<file path="src/rtl/read_line_ctrl_pkg.sv">
// Shared types and layout constants for the line-buffer read controller.
package read_line_ctrl_pkg;

   localparam int DEF_CHAR_WIDTH  = 11;
   localparam int DEF_LINE_WIDTH  = 3;

   // rd_ptr = {line, char}: char index sits in the low bits, line index above it
   localparam int RD_PTR_CHAR_LSB = 0;

   function automatic int rd_ptr_line_lsb(input int char_width);
      return RD_PTR_CHAR_LSB + char_width;
   endfunction

   typedef enum logic {
      ST_IDLE = 1'b0,
      ST_READ = 1'b1
   } state_t;

endpackage

</file>
<file path="src/rtl/read_line_ctrl_rd_ptr_gen.sv">
// Line/char counter pair that forms the buffer read address.
module rd_ptr_gen #(
   parameter int CHAR_WIDTH = 11,
   parameter int LINE_WIDTH = 3
) (
   input  logic                  i_clk,
   input  logic                  i_rst,
   input  logic                  i_char_inc,
   input  logic                  i_newline,
   output logic [CHAR_WIDTH-1:0] o_char,
   output logic [LINE_WIDTH-1:0] o_line
);

   logic [CHAR_WIDTH-1:0] r_char;
   logic [LINE_WIDTH-1:0] r_line;

   always_ff @(posedge i_clk) begin
      if (i_rst) begin
         r_char <= '0;
         r_line <= '0;
      end else if (i_newline) begin
         r_char <= '0;
         r_line <= r_line + 1'b1;
      end else if (i_char_inc) begin
         r_char <= r_char + 1'b1;
      end
   end

   assign o_char = r_char;
   assign o_line = r_line;

endmodule

</file>
<file path="src/rtl/read_line_ctrl.sv">
// Reads committed lines out of a line buffer beat by beat with valid/ready backpressure.
// Optional line drop (rd_drop/out_drop) is built when RD_LINE_DROP_EN is defined.
module read_line_ctrl
   import read_line_ctrl_pkg::*;
#(
   parameter int CHAR_WIDTH = DEF_CHAR_WIDTH,
   parameter int LINE_WIDTH = DEF_LINE_WIDTH
) (
   input  logic                           clk,
   input  logic                           rst,
   input  logic                           wr_line_done,
   input  logic [CHAR_WIDTH-1:0]          wr_line_len_m1,
   output logic [LINE_WIDTH+CHAR_WIDTH-1:0] rd_ptr,
   output logic                           rd_en,
   output logic                           out_valid,
   output logic                           out_last,
   input  logic                           out_ready,
`ifdef RD_LINE_DROP_EN
   input  logic                           rd_drop,
   output logic                           out_drop,
`endif
   output logic                           buf_full,
   output logic [LINE_WIDTH:0]            lines_used,
   output logic                           err_ovf
);

   localparam int NLINES = 2**LINE_WIDTH;
   localparam logic [LINE_WIDTH:0] FULL_CNT = {1'b1, {LINE_WIDTH{1'b0}}};

   state_t                r_state, w_state_nxt;
   logic [CHAR_WIDTH-1:0] r_len [NLINES];
   logic [CHAR_WIDTH-1:0] r_rem;
   logic [LINE_WIDTH-1:0] r_wr_line_ptr;
   logic [LINE_WIDTH:0]   r_lines_used;
   logic                  r_err_ovf, r_out_valid, r_out_last;
   logic [CHAR_WIDTH-1:0] w_char;
   logic [LINE_WIDTH-1:0] w_line;
   logic                  w_full, w_commit, w_issue, w_last, w_load;
   logic                  w_char_inc, w_newline, w_drop;

`ifdef RD_LINE_DROP_EN
   assign w_drop   = (r_state == ST_READ) && rd_drop;
   assign out_drop = w_drop;
`else
   assign w_drop   = 1'b0;
`endif

   assign w_full     = (r_lines_used == FULL_CNT);
   assign w_commit   = wr_line_done && !w_full;
   assign w_last     = (r_rem == '0);
   assign w_char_inc = w_issue && !w_last;
   assign w_newline  = (w_issue && w_last) || w_drop;

   always_comb begin
      w_state_nxt = r_state;
      w_issue     = 1'b0;
      w_load      = 1'b0;
      case (r_state)
         ST_IDLE: begin
            if (r_lines_used != '0) begin
               w_state_nxt = ST_READ;
               w_load      = 1'b1;
            end
         end
         ST_READ: begin
            if (w_drop) begin
               w_state_nxt = ST_IDLE;
            end else begin
               w_issue = !r_out_valid || out_ready;
               if (w_issue && w_last) w_state_nxt = ST_IDLE;
            end
         end
         default: w_state_nxt = ST_IDLE;
      endcase
   end

   always_ff @(posedge clk) begin
      if (rst) begin
         r_state       <= ST_IDLE;
         r_wr_line_ptr <= '0;
         r_lines_used  <= '0;
         r_err_ovf     <= 1'b0;
         r_out_valid   <= 1'b0;
         r_out_last    <= 1'b0;
         r_rem         <= '0;
      end else begin
         r_state <= w_state_nxt;
         if (w_commit) r_wr_line_ptr <= r_wr_line_ptr + 1'b1;
         if (wr_line_done && w_full) r_err_ovf <= 1'b1;
         case ({w_commit, w_newline})
            2'b10:   r_lines_used <= r_lines_used + 1'b1;
            2'b01:   r_lines_used <= r_lines_used - 1'b1;
            default: r_lines_used <= r_lines_used;
         endcase
         // r_rem counts beats still to issue after the current one
         if (w_load)          r_rem <= r_len[w_line];
         else if (w_char_inc) r_rem <= r_rem - 1'b1;
         if (w_issue) begin
            r_out_valid <= 1'b1;
            r_out_last  <= w_last;
         end else if (out_ready) begin
            r_out_valid <= 1'b0;
            r_out_last  <= 1'b0;
         end
      end
   end

   // Length table carries no reset; entries are only read after being committed.
   always_ff @(posedge clk) begin
      if (w_commit) r_len[r_wr_line_ptr] <= wr_line_len_m1;
   end

   rd_ptr_gen #(
      .CHAR_WIDTH (CHAR_WIDTH),
      .LINE_WIDTH (LINE_WIDTH)
   ) u_rd_ptr_gen (
      .i_clk      (clk),
      .i_rst      (rst),
      .i_char_inc (w_char_inc),
      .i_newline  (w_newline),
      .o_char     (w_char),
      .o_line     (w_line)
   );

   assign rd_ptr[RD_PTR_CHAR_LSB +: CHAR_WIDTH]             = w_char;
   assign rd_ptr[rd_ptr_line_lsb(CHAR_WIDTH) +: LINE_WIDTH] = w_line;
   assign rd_en      = w_issue;
   assign out_valid  = r_out_valid;
   assign out_last   = r_out_last;
   assign buf_full   = w_full;
   assign lines_used = r_lines_used;
   assign err_ovf    = r_err_ovf;

endmodule

</file>
<file path="config.mk">
export PLATFORM = sky130hd
export DESIGN_NAME = read_line_ctrl
export DESIGN_NICKNAME = d
export VERILOG_FILES = /design/src/rtl/read_line_ctrl_pkg.sv /design/src/rtl/read_line_ctrl_rd_ptr_gen.sv /design/src/rtl/read_line_ctrl.sv
export SDC_FILE = /design/constraint.sdc
export NUM_CORES = 1
export LEC_CHECK = 0
export ABC_CLOCK_PERIOD_IN_PS = 2400
export CAP_MARGIN = 20
export CORE_MARGIN = 5
export CORE_UTILIZATION = 30
export DETAILED_ROUTE_END_ITERATION = 8
export PLACE_DENSITY = 0.53
export SETUP_SLACK_MARGIN = 0.05
export SYNTH_ARGS = -nofsm -noshare
export SYNTH_HDL_FRONTEND = slang
export SYNTH_HIERARCHICAL = 1
export SYNTH_SLANG_ARGS = --single-unit
</file>
<file path="constraint.sdc">
create_clock -name clk -period 2.4 [get_ports clk]
set_input_delay 0.36 -clock clk [delete_from_list [all_inputs] [get_ports clk]]
set_output_delay 0.36 -clock clk [all_outputs]
set_load 0.005 [all_outputs]
</file>
==> results of run 1 <==
[routing by layer]
| metal | vias up | global-route usage (%) | routed length [um] |
|---|---|---|---|
| met3 | 14 | 3.30 | 382 |
| met4 | 0 | 4.60 | 189 |
| met5 | - | 0 | 0 |
| met1 | 1594 | 14.4 | 5010 |
| met2 | 51 | 19.0 | 5590 |
| li1 | 1547 | - | - |
[report_power, final]
group | switching (mW) | internal (mW)
clock | 0.880 | 1.51
combinational | 0.867 | 0.805
sequential | 0.162 | 2.48
[cells by family (layout without fill, tap and decap cells)]
group | after synthesis | after routing | synth area share [%]
AO/OA/AOI/OAI | 52 | 52 | 6.64
XOR/XNOR | 11 | 11 | 1.86
adder cells (fa/ha/maj) | 8 | 8 | 1.93
buffers and inverters | 25 | 115 | 2.15
flip-flops | 124 | 124 | 64.9
multiplexers | 32 | 32 | 11.6
AND/OR/NAND/NOR | 99 | 99 | 11.0
[tightest hold or removal path: cells and delay by family, from the launching register on]
kind	cells	cell delay, ns
AOI/OAI and AO/OA	1	0.04
and+or+nand+nor	1	0.07
DFF	1	0.32
[worst paths after layout]
kind                         start                    endpoint  slack, ns  depth (start not counted)
min reg2reg   err_ovf$_SDFFE_PP0P_        err_ovf$_SDFFE_PP0P_       0.47                          2
min           err_ovf$_SDFFE_PP0P_        err_ovf$_SDFFE_PP0P_       0.47                          2
max          r_rem[0]$_SDFFE_PP0P_  lines_used[2]$_SDFFE_PP0P_       0.17                         13
max reg2reg  r_rem[0]$_SDFFE_PP0P_  lines_used[2]$_SDFFE_PP0P_       0.17                         13
[layout by cell type (no fill, tap or decap), drive strengths merged, types with 3 or more instances in the layout]
master	count
xor2	9
mux2	4
a311oi	5
dfxtp	36
or4	9
mux4	22
clkbuf	18
ha	8
nand2b	3
clkinv	8
a21o	3
a31oi	5
o31ai	5
nand2	15
or3	4
nor4	4
nand3	13
edfxtp	88
a21oi	14
nand4	5
inv	9
o21ai	7
nor3	9
clkdlybuf4s50	36
a211oi	6
nor2b	5
mux2i	6
buf	39
nor2	21
[final cells by class]
type	count	area [um2]	area share (%)
clock buffers	18	429	6.41
clock inverters	13	126	1.89
inverters	8	30.0	0.449
multi-input cells	202	1780	26.6
flip-flops and latches	124	3370	50.3
well taps	225	282	4.20
repair buffers	76	682	10.2
[timing repair]
| item | in CTS | in global routing |
|---|---|---|
| hold buffers | 0 | 0 |
| endpoints found under the hold margin | 0 | 0 |
| gates resized for setup | 2 | 15 |
| cloned | 0 | 0 |
| setup buffers | 0 | 3 |
| pin swaps | 0 | 3 |
| endpoints found under the setup margin | 2 | 9 |
[cells in the mapped netlist, types with 4 or more instances]
library cell	n	area, um2
nor2_1	21	78.8
xor2_1	9	78.8
mux4_2	22	495
mux2i_1	6	60.1
nand2_1	14	52.6
dfxtp_1	36	721
nand4_1	4	25.0
or3_1	4	25.0
clkbuf_1	9	33.8
buf_2	4	20.0
mux2_2	4	45.0
or4_1	9	67.6
o31ai_1	5	37.5
a211oi_1	6	45.0
ha_1	8	100
a21oi_1	14	70.1
inv_1	6	22.5
o21ai_0	6	30.0
nor3_1	8	40.0
a31oi_1	5	31.3
nor2b_1	5	31.3
nand3_1	11	55.1
edfxtp_1	88	2640
a311oi_1	5	43.8
[per-stage QoR]
stage | setup TNS [ns] | cells | area, um2 | util [%] | power [mW]
after floorplan | 0 | 351 | 5210 | - | 3.64
after global placement | -0.0371 | 632 | 6060 | 35.4 | 4.24
after detailed placement | -0.120 | 632 | 6060 | 35.4 | 4.26
after CTS | 0 | 663 | 6630 | 38.7 | 6.67
after global routing | 0 | 666 | 6700 | 39.1 | 7.05
final | 0 | 666 | 6700 | 39.1 | 6.70
[sequential cells by signal (all words and copies together), names as in the netlist]
name	cells
out_valid	1
r_state	1
out_last	1
r_len	88
u_rd_ptr_gen/o_char	11
r_rem	11
err_ovf	1
lines_used	4
r_wr_line_ptr	3
u_rd_ptr_gen/o_line	3
==> results.json, run 1 <==
{
  "clk_latency_ns": 0.41,
  "pre_cts_ws_ns": -0.0980,
  "max_cap_viol_count": 0,
  "fillers": 1633,
  "core_um2": 17100,
  "ys_ff_latch": 124,
  "area.growth.synth_to_final_pct": 29.2,
  "h-tree-depth": 4,
  "wirelength_um": 11200,
  "synth_ff_type": "edfxtp_1",
  "drt-initial-drc-count": 147,
  "clk_path_buf_depth": 2,
  "clkSinkCount": 124,
  "detail-route-antenna-nets": 0,
  "finalSetupViolations": 0,
  "slew_viol_final": 0,
  "cp_max_fo": 3,
  "clockRootBuffer": "clkbuf_16",
  "die_y_um": 141,
  "grt_pass1_vias": 3219,
  "worst_slack_ns": 0.166,
  "n_antenna_cell": 0,
  "cp_data_required_time_ns": 2.74,
  "portBuffers": 37,
  "io_pins": 38,
  "crit_chain": "inv_2 -> ha_2 -> nor3b_4 -> and2_4 -> nand3_4 -> inv_2 -> ha_4 -> xor2_1 -> ha_2 -> a21oi_2 -> xor2_1 -> or3_1 -> a21oi_1",
  "start_kind": "flop",
  "skew_ns": 0.00428,
  "drc": 0,
  "fmaxAchievable_mhz": 448,
  "crit_type": "reg2reg",
  "p_leak_nw": 2.24,
  "outcome": "finished clean",
  "hold_viol": 0,
  "slew_headroom_pct": 61.7,
  "syn_nets": 374,
  "first_pass_iters": 4,
  "cts_buffers": 17,
  "fin_crit_ns": 2.23,
  "cp_num_buf_inv": 2,
  "end_kind": "flop",
  "viasPerCell": 4.81,
  "ys_seq_area_share_pct": 64.9,
  "cp.arrival_ns": 2.58,
  "vdd_drop_max_mv": 0.557,
  "routabilityCongestion": 0.753,
  "syn_inst": 351,
  "dr_total_vias": 3206,
  "power_per_cell_area_nw_per_um2": 1000,
  "grt_start_max_net_pins": 25,
  "whs_ns": 0.474,
  "grt_overflow_total": 0,
  "syn_area_um2": 5180,
  "rows": 48,
  "nets": 452,
  "grt_usage_pct": 11.6,
  "die-area_um2": 20000,
  "dieWidth_um": 141,
  "crit_path_top_delay_cell": "dfxtp_2",
  "rsz0062_at_grt": "true",
  "antenna_found_initial": 0,
  "fin_crit_sh_pct": 93.1,
  "hold_path_class": "reg2reg",
  "synthArstFlopShare_pct": 0,
  "grt_pass1_wl_um": 17500,
  "synth.distinct_cells": 51,
  "wire_per_inst_um": 16.8,
  "ys.warnings.count": 6,
  "synth_edf_count": 88,
  "worstMarginPinSlew_ns": 0.569,
  "start_util_pct": 30.3,
  "crit_path_max_incr_delay_ns": 0.32,
  "dp_hpwl_um": 7210,
  "syn_avg_cell_area_um2": 14.8,
  "crit_family": "simple AND/OR/NAND/NOR gates",
  "drive_above_1_share_pct": 26.1,
  "path_clk_slew_ns": 0.05,
  "cts_tree": "built"
}
No activity file was read; power rests on OpenSTA's default activity.
==> run 2: changes to the inputs <==
- CAP_MARGIN: 20 -> 5
- PLACE_DENSITY: 0.53 -> unset
==> results.json, run 2 (synthesis gave the netlist of run 1 again) <==
{
  "viasPerCell": 4.88,
  "grt_usage_pct": 11.5,
  "n_antenna_cell": 0,
  "clk_latency_ns": 0.42,
  "end_kind": "flop",
  "hold_viol": 0,
  "p_total_mw": 6.53,
  "whs_ns": 0.472,
  "worst_slack_ns": 0.112,
  "drive_above_1_share_pct": 26.6,
  "die-area_um2": 20000,
  "layout.cells.non_filler": 665,
  "cts_tree": "built",
  "max_cap_viol_count": 0,
  "drc": 0,
  "route.met2.wl_um": 5460,
  "rows": 48,
  "skew_ns": 0.0130,
  "start_kind": "flop",
  "fillers": 1615,
  "detail-route-antenna-nets": 0,
  "wire_per_inst_um": 16.4,
  "cp_data_required_time_ns": 2.75,
  "slew_headroom_pct": 51.6,
  "cp.arrival_ns": 2.64,
  "crit_type": "reg2reg",
  "clkSinkCount": 124,
  "crit_chain": "inv_2 -> ha_1 -> nor3b_2 -> and2_4 -> nand3_1 -> inv_2 -> buf_4 -> ha_1 -> nor4b_1 -> o21ai_1 -> a21o_1 -> a21oi_1",
  "maxUsedRoutingLayer": "met4",
  "dp_hpwl_um": 7100,
  "dieWidth_um": 141,
  "placed_cells": 630,
  "grt_overflow_total": 0,
  "portBuffers": 37,
  "dr_total_vias": 3242,
  "antenna_found_initial": 0,
  "pre_cts_ws_ns": -0.152,
  "grt_start_max_net_pins": 25,
  "clockRootBuffer": "clkbuf_16",
  "hold_path_class": "reg2reg",
  "core_um2": 17100,
  "tns_ns": 0,
  "h-tree-depth": 4,
  "crit_path_top_delay_cell": "dfxtp_1",
  "drt-initial-drc-count": 206,
  "layout_commonest_cell": "edfxtp_1",
  "fin_crit_ns": 2.29,
  "wl_met1_um": 4760,
  "path_clk_slew_ns": 0.06,
  "wl_met3_um": 534,
  "outcome": "finished clean",
  "worstMarginPinSlew_ns": 0.723,
  "die_y_um": 141,
  "most-common-layout-cells": "88 x edfxtp_1, 36 x clkdlybuf4s50_1, 35 x dfxtp_1, 35 x buf_4, 22 x mux4_2",
  "first_pass_iters": 4,
  "cp_max_fo": 3,
  "io_pins": 38,
  "cts_buffers": 17,
  "hold_buffers": 0,
  "grt_pass1_vias": 3244,
  "fmaxAchievable_mhz": 437,
  "area.growth.synth_to_final_pct": 28.5,
  "p_leak_nw": 2.21,
  "slew_viol_final": 0,
  "routabilityCongestion": 0.791,
  "rsz0062_at_grt": "true",
  "grt_pass1_wl_um": 17400,
  "fin_crit_sh_pct": 95.3,
  "start_util_pct": 30.3,
  "regMostFlops": "r_len",
  "wirelength_um": 10900,
  "largest_reg_flops": 88,
  "clk_path_buf_depth": 2,
  "vdd_drop_max_mv": 0.532,
  "power_per_cell_area_nw_per_um2": 981,
  "crit_path_max_incr_delay_ns": 0.34,
  "finalSetupViolations": 0,
  "nets": 450
}
==> run 2: per-layer routing <==
layer  up-vias  GRT usage [%]
met1      1615           13.8
met3        13           3.57
met2        71           19.1
li1       1543              -
met5         -              0
met4         0           4.85
==> run 2: repair_timing <==
| action | in CTS | in global routing |
|---|---|---|
| pin swaps | 0 | 2 |
| resized for setup | 3 | 12 |
| endpoints found under the hold margin | 0 | 0 |
| setup buffers | 0 | 3 |
| cloned | 0 | 0 |
| endpoints found under the setup margin | 4 | 7 |
==> run 2: layout make-up <==
cell class / instances / area (um2) / area share (%)
Sequential cell: 124 / 3360 / 50.5
Multi-Input combinational cell: 202 / 1780 / 26.7
Inverter: 8 / 30.0 / 0.451
Clock inverter: 15 / 115 / 1.73
Timing Repair Buffer: 74 / 667 / 10.0
Tap cell: 225 / 282 / 4.23
Clock buffer: 17 / 425 / 6.39
==> run 2: worst paths after layout <==
kind,start,end,slack (ns),depth (start not counted)
setup / recovery,r_rem[0]$_SDFFE_PP0P_,lines_used[3]$_SDFFE_PP0P_,0.11,12
setup reg to reg,r_rem[0]$_SDFFE_PP0P_,lines_used[3]$_SDFFE_PP0P_,0.11,12
hold / removal,err_ovf$_SDFFE_PP0P_,err_ovf$_SDFFE_PP0P_,0.47,2
hold reg to reg,err_ovf$_SDFFE_PP0P_,err_ovf$_SDFFE_PP0P_,0.47,2
==> run 2: stage by stage <==
step	area, um2	utilization (%)
after global placement	6050	35.3
after CTS	6600	38.5
after global routing	6660	38.9
after floorplan	5210	-
after detailed placement	6050	35.3
final	6660	38.9
==> run 2: critical path: cells and delay by family, from the launching register on <==
family,cells,cell delay (ns)
compound gates,3,0.42
fa+ha+maj,2,0.49
buf+inv,3,0.25
flops,1,0.34
simple gates,4,0.72
==> run 2: where the power goes <==
group	total, mW	leakage (nW)	internal, mW	switching [mW]
clock network	2.29	0.247	1.33	0.964
registers	2.64	1.09	2.47	0.162
logic	1.60	0.868	0.770	0.833
